===== src/rtl/stdout_port.sv =====
// Memory-mapped console output port: buffers stored bytes in a FIFO, drains via valid/ready.
// Optional macro STDOUT_STALL_EN: backpressure the CPU on a full FIFO instead of dropping.
module stdout_port #(
   parameter logic [31:0] BASE_ADDR = 32'hFFFF_0000,
   parameter int          DEPTH     = 8
) (
   input  logic        clk,
   input  logic        rst,
   input  logic [31:0] addr,
   input  logic [31:0] wdata,
   input  logic        mem_write,
   input  logic        mem_read,
   output logic        hit,
   output logic [31:0] rdata,
   output logic        stall,
   output logic [7:0]  char_out,
   output logic        char_valid,
   input  logic        char_ready
);

   localparam int AW = $clog2(DEPTH);
   localparam logic [AW-1:0] PONE = 1;
   localparam logic [AW:0]   CONE = 1;
   localparam logic [AW:0]   CMAX = DEPTH[AW:0];

   logic [7:0]    mem [DEPTH];
   logic [AW-1:0] rd_ptr, wr_ptr;
   logic [AW:0]   count, count_nxt;
   logic          ovf, empty, full;
   logic          push_req, push_ok, pop;
   logic [8:0]    cnt_ext;
   logic          unused;

   assign hit      = addr[31:4] == BASE_ADDR[31:4];
   assign empty    = count == '0;
   assign full     = count == CMAX;
   assign pop      = char_valid && char_ready;
   assign push_req = hit && mem_write && addr[3:2] == 2'd0;
   // A full FIFO still takes a byte when the head leaves in the same cycle.
   assign push_ok  = push_req && (!full || pop);

   assign char_valid = !empty;
   assign char_out   = empty ? 8'h00 : mem[rd_ptr];

   assign cnt_ext = 9'(count);
   assign unused  = ^{addr[1:0], wdata[31:8], cnt_ext[8]};

   always_comb begin
      count_nxt = count;
      case ({push_ok, pop})
         2'b10:   count_nxt = count + CONE;
         2'b01:   count_nxt = count - CONE;
         default: count_nxt = count;
      endcase
   end

   always_comb begin
      rdata = 32'h0;
      if (hit && mem_read && addr[3:2] == 2'd1)
         rdata = {16'h0, cnt_ext[7:0], 5'h0, ovf, full, empty};
   end

   always_ff @(posedge clk) begin
      if (rst) begin
         rd_ptr <= '0;
         wr_ptr <= '0;
         count  <= '0;
      end else begin
         if (push_ok) wr_ptr <= wr_ptr + PONE;
         if (pop)     rd_ptr <= rd_ptr + PONE;
         count <= count_nxt;
      end
   end

   always_ff @(posedge clk) begin
      if (!rst && push_ok) mem[wr_ptr] <= wdata[7:0];
   end

`ifdef STDOUT_STALL_EN
   assign stall = push_req && full && !pop;
   assign ovf   = 1'b0;
`else
   logic drop, ovf_clr;

   assign stall   = 1'b0;
   assign drop    = push_req && full && !pop;
   assign ovf_clr = hit && mem_write && addr[3:2] == 2'd1 && wdata[2];

   // A drop wins over a clear landing in the same cycle.
   always_ff @(posedge clk) begin
      if (rst)          ovf <= 1'b0;
      else if (drop)    ovf <= 1'b1;
      else if (ovf_clr) ovf <= 1'b0;
   end
`endif

endmodule


===== config.mk =====
export PLATFORM = sky130hd
export DESIGN_NAME = stdout_port
export DESIGN_NICKNAME = d
export VERILOG_FILES = /design/src/rtl/stdout_port.sv
export SDC_FILE = /design/constraint.sdc
export NUM_CORES = 1
export LEC_CHECK = 0
export ABC_AREA = 1
export BUFFER_PORTS_ARGS = -buffer_cell sky130_fd_sc_hd__buf_2
export CAP_MARGIN = 10
export CORE_ASPECT_RATIO = 0.8
export CORE_MARGIN = 2
export CORE_UTILIZATION = 40
export CTS_CLUSTER_DIAMETER = 40
export DETAILED_ROUTE_END_ITERATION = 10
export PLACE_DENSITY = 0.64
export SETUP_SLACK_MARGIN = 0.1
export SYNTH_ARGS = -nofsm -noshare
export SYNTH_HDL_FRONTEND = slang
export SYNTH_SLANG_ARGS = --single-unit

===== constraint.sdc =====
create_clock -name clk -period 2.5 [get_ports clk]
set_input_delay 0.375 -clock clk [delete_from_list [all_inputs] [get_ports clk]]
set_output_delay 0.375 -clock clk [all_outputs]
set_load 0.02 [all_outputs]

## Word-level counts from Yosys, hierarchy flattened

Memory sizes are Yosys's and may differ from the RTL's. A register that Yosys moved wholly into a read port is not among the register bits.
Index checks and enable logic that the tools add are counted.

| word-level totals | value |
|---|---|
| bits in registers | 11 |
| RAM bits | 64 |
| output and inout bits | 43 |
| word-level logic and storage cells | 43 |
| memories | 1 |

Memories:

| memory | depth | bits a word | rd ports | clocked after memory_dff | write ports | line | source |
|---|---|---|---|---|---|---|---|
| mem | 8 | 8 | 1 | 1 | 1 | 26 | `logic [7:0] mem [DEPTH];` |

| operators by class | value |
|---|---|
| add/sub/neg operators | 4 |
| equality and inequality tests | 5 |
| multiplexer cells | 9 |
| reduce and logical (&&, ||, !) cells | 20 |

Operator list:

| cell | number |
|---|---|
| $eq A28 B28 Y1 const B | 1 |
| $mux W12 | 1 |
| $logic_and A1 B1 Y1 | 11 |
| $mux W8 | 1 |
| $pmux W4 S2 | 1 |
| $add A3 B1 Y3 const B | 2 |
| $mux W3 | 2 |
| $add A4 B1 Y4 const B | 1 |
| $eq A2 B1 Y1 const B | 2 |
| $eq A4 B4 Y1 const B | 1 |
| $logic_not A1 Y1 | 4 |
| $logic_not A4 Y1 | 1 |
| $mux W1 | 4 |
| $reduce_bool A2 Y1 | 2 |
| $sub A4 B1 Y4 const B | 1 |
| $eq A2 B2 Y1 const B | 1 |
| $logic_not A2 Y1 | 1 |
| $logic_or A1 B1 Y1 | 1 |

## Longest topological paths before layout

Gate-level depths: netlist of run 1.

| logic depth | value |
|---|---|
| word-level depth | 8 |
| mapped depth | 18 |
| depth with buffers taken out | 18 |

## Least setup slack after synthesis of run 1

OpenSTA, ideal clock, no wires.

| timing path | value |
|---|---|
| kind | input -> output |
| from | input addr[11] |
| to | output rdata[1] |
| data arrival time | 1904 ps |
| path slack | 221 ps |
| stages on the path | 7 |
| path buffers | 0 |
| path through | nor2_1 nand2_1 nor2_1 nand2_1 nor2_1 nand4_1 nor3b_1 |

| on the way | value |
|---|---|
| longest elaborated chain between the ends | 4 |

Ends and longest elaborated chain:

| what | line | source |
|---|---|---|
| from (decl) | 9 | `input logic [31:0] addr,` |
| $eq A28 B28 Y1 | 34 | `assign hit = addr[31:4] == BASE_ADDR[31:4];` |
| net hit | 13 | `output logic hit,` |
| $logic_and A1 B1 Y1 (2 in a row) | 59 | `if (hit && mem_read && addr[3:2] == 2'd1)` |
| $mux W12 | 59 |  |
| to (decl) | 14 | `output logic [31:0] rdata,` |

The timed path passes the listed nets, and every way through them passes these cells.

==> results of run 1 <==
==> per-stage QoR <==
| stage | util, % | hold WS (ns) | total power, W | instance area [um^2] | cells |
|---|---|---|---|---|---|
| 6_report | 48.9 | 0.240 | 0.00406 | 4200 | 543 |
| 5_1_grt | 48.9 | 0.242 | 0.00434 | 4200 | 543 |
| 4_1_cts | 48.9 | 0.228 | 0.00409 | 4200 | 543 |
| 3_5_place_dp | 46.4 | 0.456 | 0.00310 | 3990 | 528 |
| 3_3_place_gp | 46.4 | 0.449 | 0.00308 | 3990 | 528 |
| 2_1_floorplan | - | 0.433 | 0.00263 | 3670 | 378 |
==> repair_timing <==
item                       4_1_cts  5_1_grt
buffers inserted                 0        0
gates resized for setup          0        2
setup endpoints to repair        0        1
==> report_power, final <==
part           internal, W  switching (W)  leakage, nW  total, W
sequential         0.00147      0.0000627        0.689   0.00153
combinational     0.000527        0.00102        0.896   0.00155
clock             0.000556       0.000432        0.109  0.000988
==> layer usage <==
| metal | up-vias | GRT usage [%] | wire length (um) |
|---|---|---|---|
| met3 | 10 | 5.23 | 460 |
| li1 | 1304 | - | - |
| met2 | 69 | 26.7 | 3460 |
| met5 | - | 0 | 0 |
| met1 | 1192 | 21.4 | 3350 |
| met4 | 0 | 6.44 | 111 |
==> final cells by class <==
class / count / area [um^2] / area share [%]
Clock buffer: 9 / 124 / 2.95
Inverter: 26 / 97.6 / 2.32
Sequential cell: 78 / 2200 / 52.4
Multi-Input combinational cell: 237 / 1140 / 27.0
Tap cell: 112 / 140 / 3.33
Clock inverter: 6 / 87.6 / 2.08
Timing Repair Buffer: 75 / 415 / 9.88
==> synthesized netlist by cell type, types with 2 or more instances <==
master / instances
a21oi_1: 10
a31oi_1: 9
buf_4: 26
clkbuf_1: 9
dfxtp_1: 14
edfxtp_1: 64
ha_1: 4
inv_1: 24
inv_2: 2
nand2_1: 30
nand2_2: 4
nand3_1: 11
nand4_1: 2
nor2_1: 80
o21ai_0: 43
o22ai_1: 8
==> critical path, delay by kind of cell, from the launching register on <==
| kind | cells | cell delay (ns) |
|---|---|---|
| compound gates | 4 | 0.62 |
| buf+inv | 2 | 0.52 |
| flops | 1 | 0.33 |
==> state kept, by name (all words and copies together), names as in the netlist, named ones only <==
signal	count
count	4
ovf	1
rd_ptr	3
wr_ptr	3
mem	64
==> worst max-delay path by stage <==
stage                   from     endpoint  slack, ns  cells past startpoint
floorplan           addr[11]     rdata[1]       0.22                      7
global placement    addr[11]     count[3]       0.22                     18
detailed placement   addr[9]     count[3]       0.13                     18
CTS                 count[2]     count[3]       0.23                     15
global route        count[1]     count[3]       0.13                     15
finish                  flop  char_out[2]       0.31                      6
==> cell families (layout without fill, tap and decap cells) <==
kind of cell             count (synthesis)  count (layout)  share of synthesized area, %
other                                    1              26                         0.105
buffers and inverters                   63             116                          9.37
XOR/XNOR                                 1               1                         0.245
flip-flops                              78              78                          61.6
AND/OR/NAND/NOR                        135             135                          16.4
AO/OA/AOI/OAI                           70              70                          10.4
adder cells (fa/ha/maj)                  5               5                          1.96
==> results_dict.tcl, run 1 <==
set metrics [dict create \
    synth-seq-cells 78 \
    syn_area_um2 3580 \
    clock_latency_ns 0.35 \
    r2r_slack_ns 0.34 \
    drt_first_pass_iters 4 \
    hold_class "in -> reg" \
    area_growth_syn_to_layout_pct 17.5 \
    cts_made_buffers 9 \
    row_count 30 \
    routedWlPerCell_um 13.6 \
    grt_max_degree 33 \
    r2r_start "count[1]" \
    grt_pass1_vias 2581 \
    first_iter_violations 165 \
    finalSetupViolCount 0 \
    clockBufferDepth 2 \
    dp_slack_ns 0.130 \
    final_common_cell "nor2_1" \
    gp_congestion 0.804 \
    critPathKind "reg -> out" \
    cpMaxStageDelayCell "dfxtp_1" \
    synth_edf_count 64 \
    timing.rr.end "count[3]" \
    p_leak_nw 1.69 \
    timing.final.ws_setup_ns 0.313 \
    fp.dieW_um 110 \
    ir_worst_vdd_mv 0.366 \
    die_area_um2 9720 \
    fillers 798 \
    rsz0062_at_grt "false" \
    io_pins 112 \
    cp-start-kind "flop" \
    cts_tree "yes" \
    crit_arrival_ns 1.81 \
    cts_root_buf "clkbuf_8" \
    status "finished, final reports clean" \
    synth.distinct_cells 29 \
    required_ns 2.12 \
    yosys.area.top_type_share_pct 53.7 \
    cts-htree-levels 3 \
    ctsHoldBuffers 0 \
    overflow 0 \
    setup_tns_ns 0 \
    ys_top_cells_by_area "edfxtp_1 (54%), nor2_1 (8.4%), dfxtp_1 (7.8%), o21ai_0 (6.0%), buf_4 (5.5%)" \
    holdPathStages 2 \
    period_share_pct 87.5 \
    via_per_inst 4.74 \
    worst_setup_path_end_kind "output pin" \
    synthArstFlopShare_pct 0 \
    die_h_um 88.6 \
    io_buffers 59 \
    start_util_pct 41.6 \
    hp-start "rst" \
    critPathMaxFanout 32 \
    syn_inst 353 \
    cpMostUsedCell "o21ai_0" \
    core_um2 8600 \
    final_cell_mix "nor2_1 (80), edfxtp_1 (64), buf_2 (59)" \
    synth_seq_area_share_pct 61.6 \
    cpPeakStageDelay_ns 0.33 \
    vias 2575 \
    hold_viol_final 0 \
    ant_nets 0 \
    routed_wl_mm 7.38 \
    cellPowerDensity_nw_per_um2 967 \
    grt_pass1_wl_mm 12.1 \
    hpwl_mm 4.98 \
    fmax_mhz 457 \
    antenna_found_initial 0 \
    clkTransAtPathRegs_ns 0.08 \
    r2r_cells 15 \
    synth_top_flop_cell "edfxtp_1" \
    synth_area_per_cell_um2 10.1 \
    drive_above_1_share_pct 23.9 \
    yosysWarnings 0 \
    maxSlewViolCount 0 \
    num_antenna_cells 0 \
    finalWorstPathRequiredPeriod_ns 2.19 \
    path_cells "buf_4 > o21ai_0 > o22ai_1 > o21ai_0 > a31oi_1 > buf_2" \
    cap_violations 0 \
    min_to "count[0]" \
    yosys.area.top_type "edfxtp_1" \
    drc 0 \
    slew_headroom_pct 64.9 \
    fin_nets 501 \
    worst_pin_slew_ns 0.526 \
    skew_ns 0.0112 \
    grt_usage_pct 16.7 \
    cts_sinks 78 \
]
Note: power is estimated with default switching activity, not from simulation.
==> inputs of run 2 (changes only) <==
==> constraint.sdc (replaced) <==
create_clock -name clk -period 2.5 [get_ports clk]
set_input_delay 0.5 -clock clk [delete_from_list [all_inputs] [get_ports clk]]
set_output_delay 0.5 -clock clk [all_outputs]
set_load 0.02 [all_outputs]
==> results_dict.tcl, run 2 (synthesis gave the netlist of run 1 again) <==
set metrics [dict create \
    worst_setup_path_end_kind "output pin" \
    fin_nets 506 \
    crit_arrival_ns 1.74 \
    required_ns 2.00 \
    dp.cells 532 \
    r2r_start "count[1]" \
    grt_usage_pct 17.3 \
    critPathKind "in -> out" \
    final_common_cell "nor2_1" \
    cellPowerDensity_nw_per_um2 958 \
    antenna_found_initial 0 \
    io_pins 112 \
    multi_input_area_um2 1140 \
    reg_top3 "mem (64), count (4)" \
    skew_ns 0.0136 \
    period_share_pct 89.7 \
    cts_root_buf "clkbuf_8" \
    rsz0062_at_grt "true" \
    critPathMaxFanout 5 \
    drt_first_pass_iters 4 \
    hpwl_mm 5.23 \
    routed_wl_mm 7.66 \
    cts-htree-levels 3 \
    grt_use_met3_pct 4.79 \
    grt_busiest_layer "met2" \
    ant_nets 0 \
    first_iter_violations 226 \
    clockBufferDepth 2 \
    drive_above_1_share_pct 25.0 \
    clkTransAtPathRegs_ns 0.08 \
    cts_made_buffers 9 \
    routedWlPerCell_um 14.0 \
    final-seq-area_um2 2210 \
    post_layout_nonfiller_instances 548 \
    cap_violations 0 \
    num_antenna_cells 0 \
    grt_pass1_vias 2568 \
    critPathLaunch "addr[11]" \
    top_register "mem" \
    p_leak_nw 1.70 \
    via_per_inst 4.78 \
    met2_usage_pct 27.6 \
    cts_sinks 78 \
    hp-start "rst" \
    cts_tree "yes" \
    hold_viol_final 0 \
    overflow 0 \
    setup_tns_ns 0 \
    hold_class "in -> reg" \
    cp-start-kind "input pin" \
    core_um2 8600 \
    finalSetupViolCount 0 \
    fmax_mhz 446 \
    finalWorstPathRequiredPeriod_ns 2.24 \
    die_h_um 88.6 \
    area_growth_syn_to_layout_pct 18.4 \
    vias 2620 \
    io_buffers 59 \
    start_util_pct 41.6 \
    largest_reg_flops 64 \
    clock_latency_ns 0.35 \
    grt_max_degree 17 \
    fillers 788 \
    ir_worst_vdd_mv 0.408 \
    gp_congestion 0.732 \
    final_cell_mix "nor2_1 (80), edfxtp_1 (64), buf_2 (58)" \
    row_count 30 \
    fp.dieW_um 110 \
    status "finished, final reports clean" \
    maxSlewViolCount 0 \
    die_area_um2 9720 \
    grtUsageMet1_pct 23.2 \
    drc 0 \
    grt_pass1_wl_mm 12.5 \
]
==> run 2: final timing paths <==
path,end,slack (ns),cells after the start
max,rdata[1],0.26,10
min,count[2],0.38,2
max reg2reg,count[3],0.30,15
min reg2reg,flop,0.47,2
==> run 2: power by group <==
| part | internal (W) | total [W] | switching [W] |
|---|---|---|---|
| clock network | 0.000454 | 0.000909 | 0.000455 |
| registers | 0.00147 | 0.00156 | 0.0000905 |
| logic | 0.000578 | 0.00159 | 0.00101 |
==> run 2: critical path, stage by stage <==
cell     delay [ns]
buf_2          0.09
nor2_1         0.10
nand2_1        0.06
nor2_1         0.11
nand2_1        0.11
nor2_1         0.13
nand4_1        0.15
buf_4          0.19
nor3b_2        0.14
buf_4          0.16
==> run 2: cell type report <==
type | count | share of cell area [%]
Sequential cell | 78 | 52.1
Multi-Input combinational cell | 237 | 27.0
Timing Repair Buffer | 80 | 10.8
Tap cell | 112 | 3.31
Clock buffer | 9 | 2.93
Inverter | 26 | 2.30
Clock inverter | 6 | 1.48
==> run 2: repair_timing <==
| item | CTS | global route |
|---|---|---|
| hold endpoints to repair | 0 | 0 |
| endpoints found under the setup margin | 0 | 13 |
| resized for setup | 0 | 7 |
| setup buffers | 0 | 1 |
| hold buffers | 0 | 0 |
==> run 2: routing by layer <==
metal  share of wire, %  up-vias  routed length (um)
li1                   -     1313                   -
met1                 47     1239                3630
met2                 47       61                3610
met3                4.5        7                 345
met4                1.0        0                  77
met5                  0        -                   0
==> run 2: stage by stage <==
step / area, um^2 / hold WS (ns) / setup WS [ns] / power (W) / util [%]
after floorplan: 3680 / 0.433 / 0.148 / 0.00264 / -
after global placement: 4020 / 0.448 / 0.0960 / 0.00312 / 46.8
after detailed placement: 4020 / 0.451 / 0.00380 / 0.00315 / 46.8
after CTS: 4210 / 0.375 / 0.137 / 0.00405 / 49.0
after global routing: 4230 / 0.386 / 0.0680 / 0.00434 / 49.3
final: 4230 / 0.379 / 0.258 / 0.00406 / 49.3
==> inputs of run 3 (changes only) <==
Settings changed: REMOVE_ABC_BUFFERS from default to 1.
==> results_dict.tcl, run 3 (synthesis gave the netlist of run 1 again) <==
set metrics [dict create \
    status "finished, final reports clean" \
    hold_class "in -> reg" \
    swShare_pct 38.8 \
    finalSetupViolCount 0 \
    die_area_um2 9720 \
    num_antenna_cells 0 \
    clockBufferDepth 2 \
    slew_headroom_pct 64.7 \
    cap_violations 0 \
    post_layout_nonfiller_instances 546 \
    antenna_found_initial 0 \
    final_cell_mix "nor2_1 (78), edfxtp_1 (64), buf_2 (58)" \
    required_ns 2.00 \
    cts-htree-levels 3 \
    p_sw_w 0.00159 \
    drive_above_1_share_pct 25.6 \
    largest_reg_flops 64 \
    dpl_cell_area_um2 4000 \
    cp-start-kind "input pin" \
    skew_ns 0.0116 \
    grt_max_degree 33 \
    internal_power_w 0.00251 \
    top_register "mem" \
    clock_latency_ns 0.36 \
    cts_sinks 78 \
    gp_congestion 0.833 \
    period_share_pct 91.1 \
    fin_area_um2 4240 \
    cpPeakStageDelay_ns 0.29 \
    final_common_cell "nor2_1" \
    reg_top3 "mem (64), count (4)" \
    worst_pin_slew_ns 0.528 \
    hold_viol_final 0 \
    row_count 30 \
    clkTransAtPathRegs_ns 0.08 \
    p_leak_nw 1.70 \
    cts_made_buffers 9 \
    ir_worst_vdd_mv 0.545 \
    start_util_pct 41.6 \
    setup_tns_ns 0 \
    cellPowerDensity_nw_per_um2 966 \
    whs_ns 0.346 \
    routed_wl_mm 7.54 \
    hpwl_mm 5.01 \
    path_cells "buf_2 > nor2_1 > nand2_1 > nor2_1 > nand2_2 > nor2_2 > nand4_1 > nor3b_2 > buf_4" \
    timing.final.ws_setup_ns 0.223 \
    clockPowerShare_pct 23.4 \
    routedWlPerCell_um 13.8 \
    fmax_mhz 439 \
    die_h_um 88.6 \
    grt_usage_pct 16.7 \
    vias 2661 \
    drt_first_pass_iters 4 \
    io_pins 112 \
    cpLargestDelayFamily "simple AND/OR/NAND/NOR gates" \
    critPathMaxFanout 7 \
    finalWorstPathRequiredPeriod_ns 2.28 \
    cpMaxStageDelayCell "nand4_1" \
    crit_arrival_ns 1.78 \
    grt_pass1_wl_mm 12.1 \
    maxSlewViolCount 0 \
    cpMostUsedCell "nor2_1" \
    core_um2 8600 \
    fin_nets 503 \
    dp.cells 529 \
    path_buf_inv 2 \
    grt_pass1_vias 2545 \
    io_buffers 59 \
    dp_slack_ns 0.0627 \
    cts_tree "yes" \
    via_per_inst 4.87 \
    rsz0062_at_grt "true" \
    overflow 0 \
    cts_root_buf "clkbuf_8" \
    ant_nets 0 \
    drc 0 \
    fillers 784 \
    critPathKind "in -> out" \
    seq_power_share_pct 37.6 \
    fp.dieW_um 110 \
    combPwrFrac_pct 39.0 \
    worst_setup_path_end_kind "output pin" \
    first_iter_violations 123 \
    area_growth_syn_to_layout_pct 18.6 \
]
## run 3: cell count changes in the layout (fill, tap and decap cells not counted), sizes merged
cell / delta
inv: +1
buf: -3
## run 3: what timing repair did
action | CTS | global route
endpoints found under the setup margin | 0 | 16
gates resized for setup | 0 | 11
hold buffers | 0 | 0
buffers inserted | 0 | 1
## run 3: stage by stage
step                total power, W  util (%)
floorplan                  0.00256         -
global placement           0.00310      46.5
detailed placement         0.00314      46.5
CTS                        0.00410      48.9
global route               0.00438      49.4
finish                     0.00410      49.4
## run 3: final cells by class
cell class	instances	area, um^2	area share (%)
Clock buffer	9	124	2.92
Clock inverter	7	81.3	1.92
Inverter	26	97.6	2.30
Multi-Input combinational cell	237	1150	27.2
Sequential cell	78	2200	51.9
Tap cell	112	140	3.30
Timing Repair Buffer	77	444	10.5
## run 3: worst paths after layout
kind	startpoint	depth (start not counted)	slack, ns	to
setup reg to reg	count[2]	15	0.37	count[3]
setup / recovery	addr[5]	9	0.22	rdata[1]
hold reg to reg	ovf	2	0.47	ovf
hold / removal	rst	2	0.35	count[2]
## run 3: power groups by stage
stage / combinational, W / clock, W / sequential [W]
after floorplan: 0.000963 / 0 / 0.00159
after global placement: 0.00154 / 0 / 0.00156
after detailed placement: 0.00158 / 0 / 0.00156
after CTS: 0.00158 / 0.000986 / 0.00153
after global routing: 0.00180 / 0.00103 / 0.00155
final: 0.00160 / 0.000961 / 0.00154
## run 3: layer usage
metal / track usage [%] / part of all wire, % / up-vias
met5: 0 / 0 / -
li1: - / - / 1307
met2: 29.0 / 51 / 77
met1: 19.9 / 43 / 1269
met3: 5.52 / 5.2 / 8
met4: 5.18 / 1.1 / 0
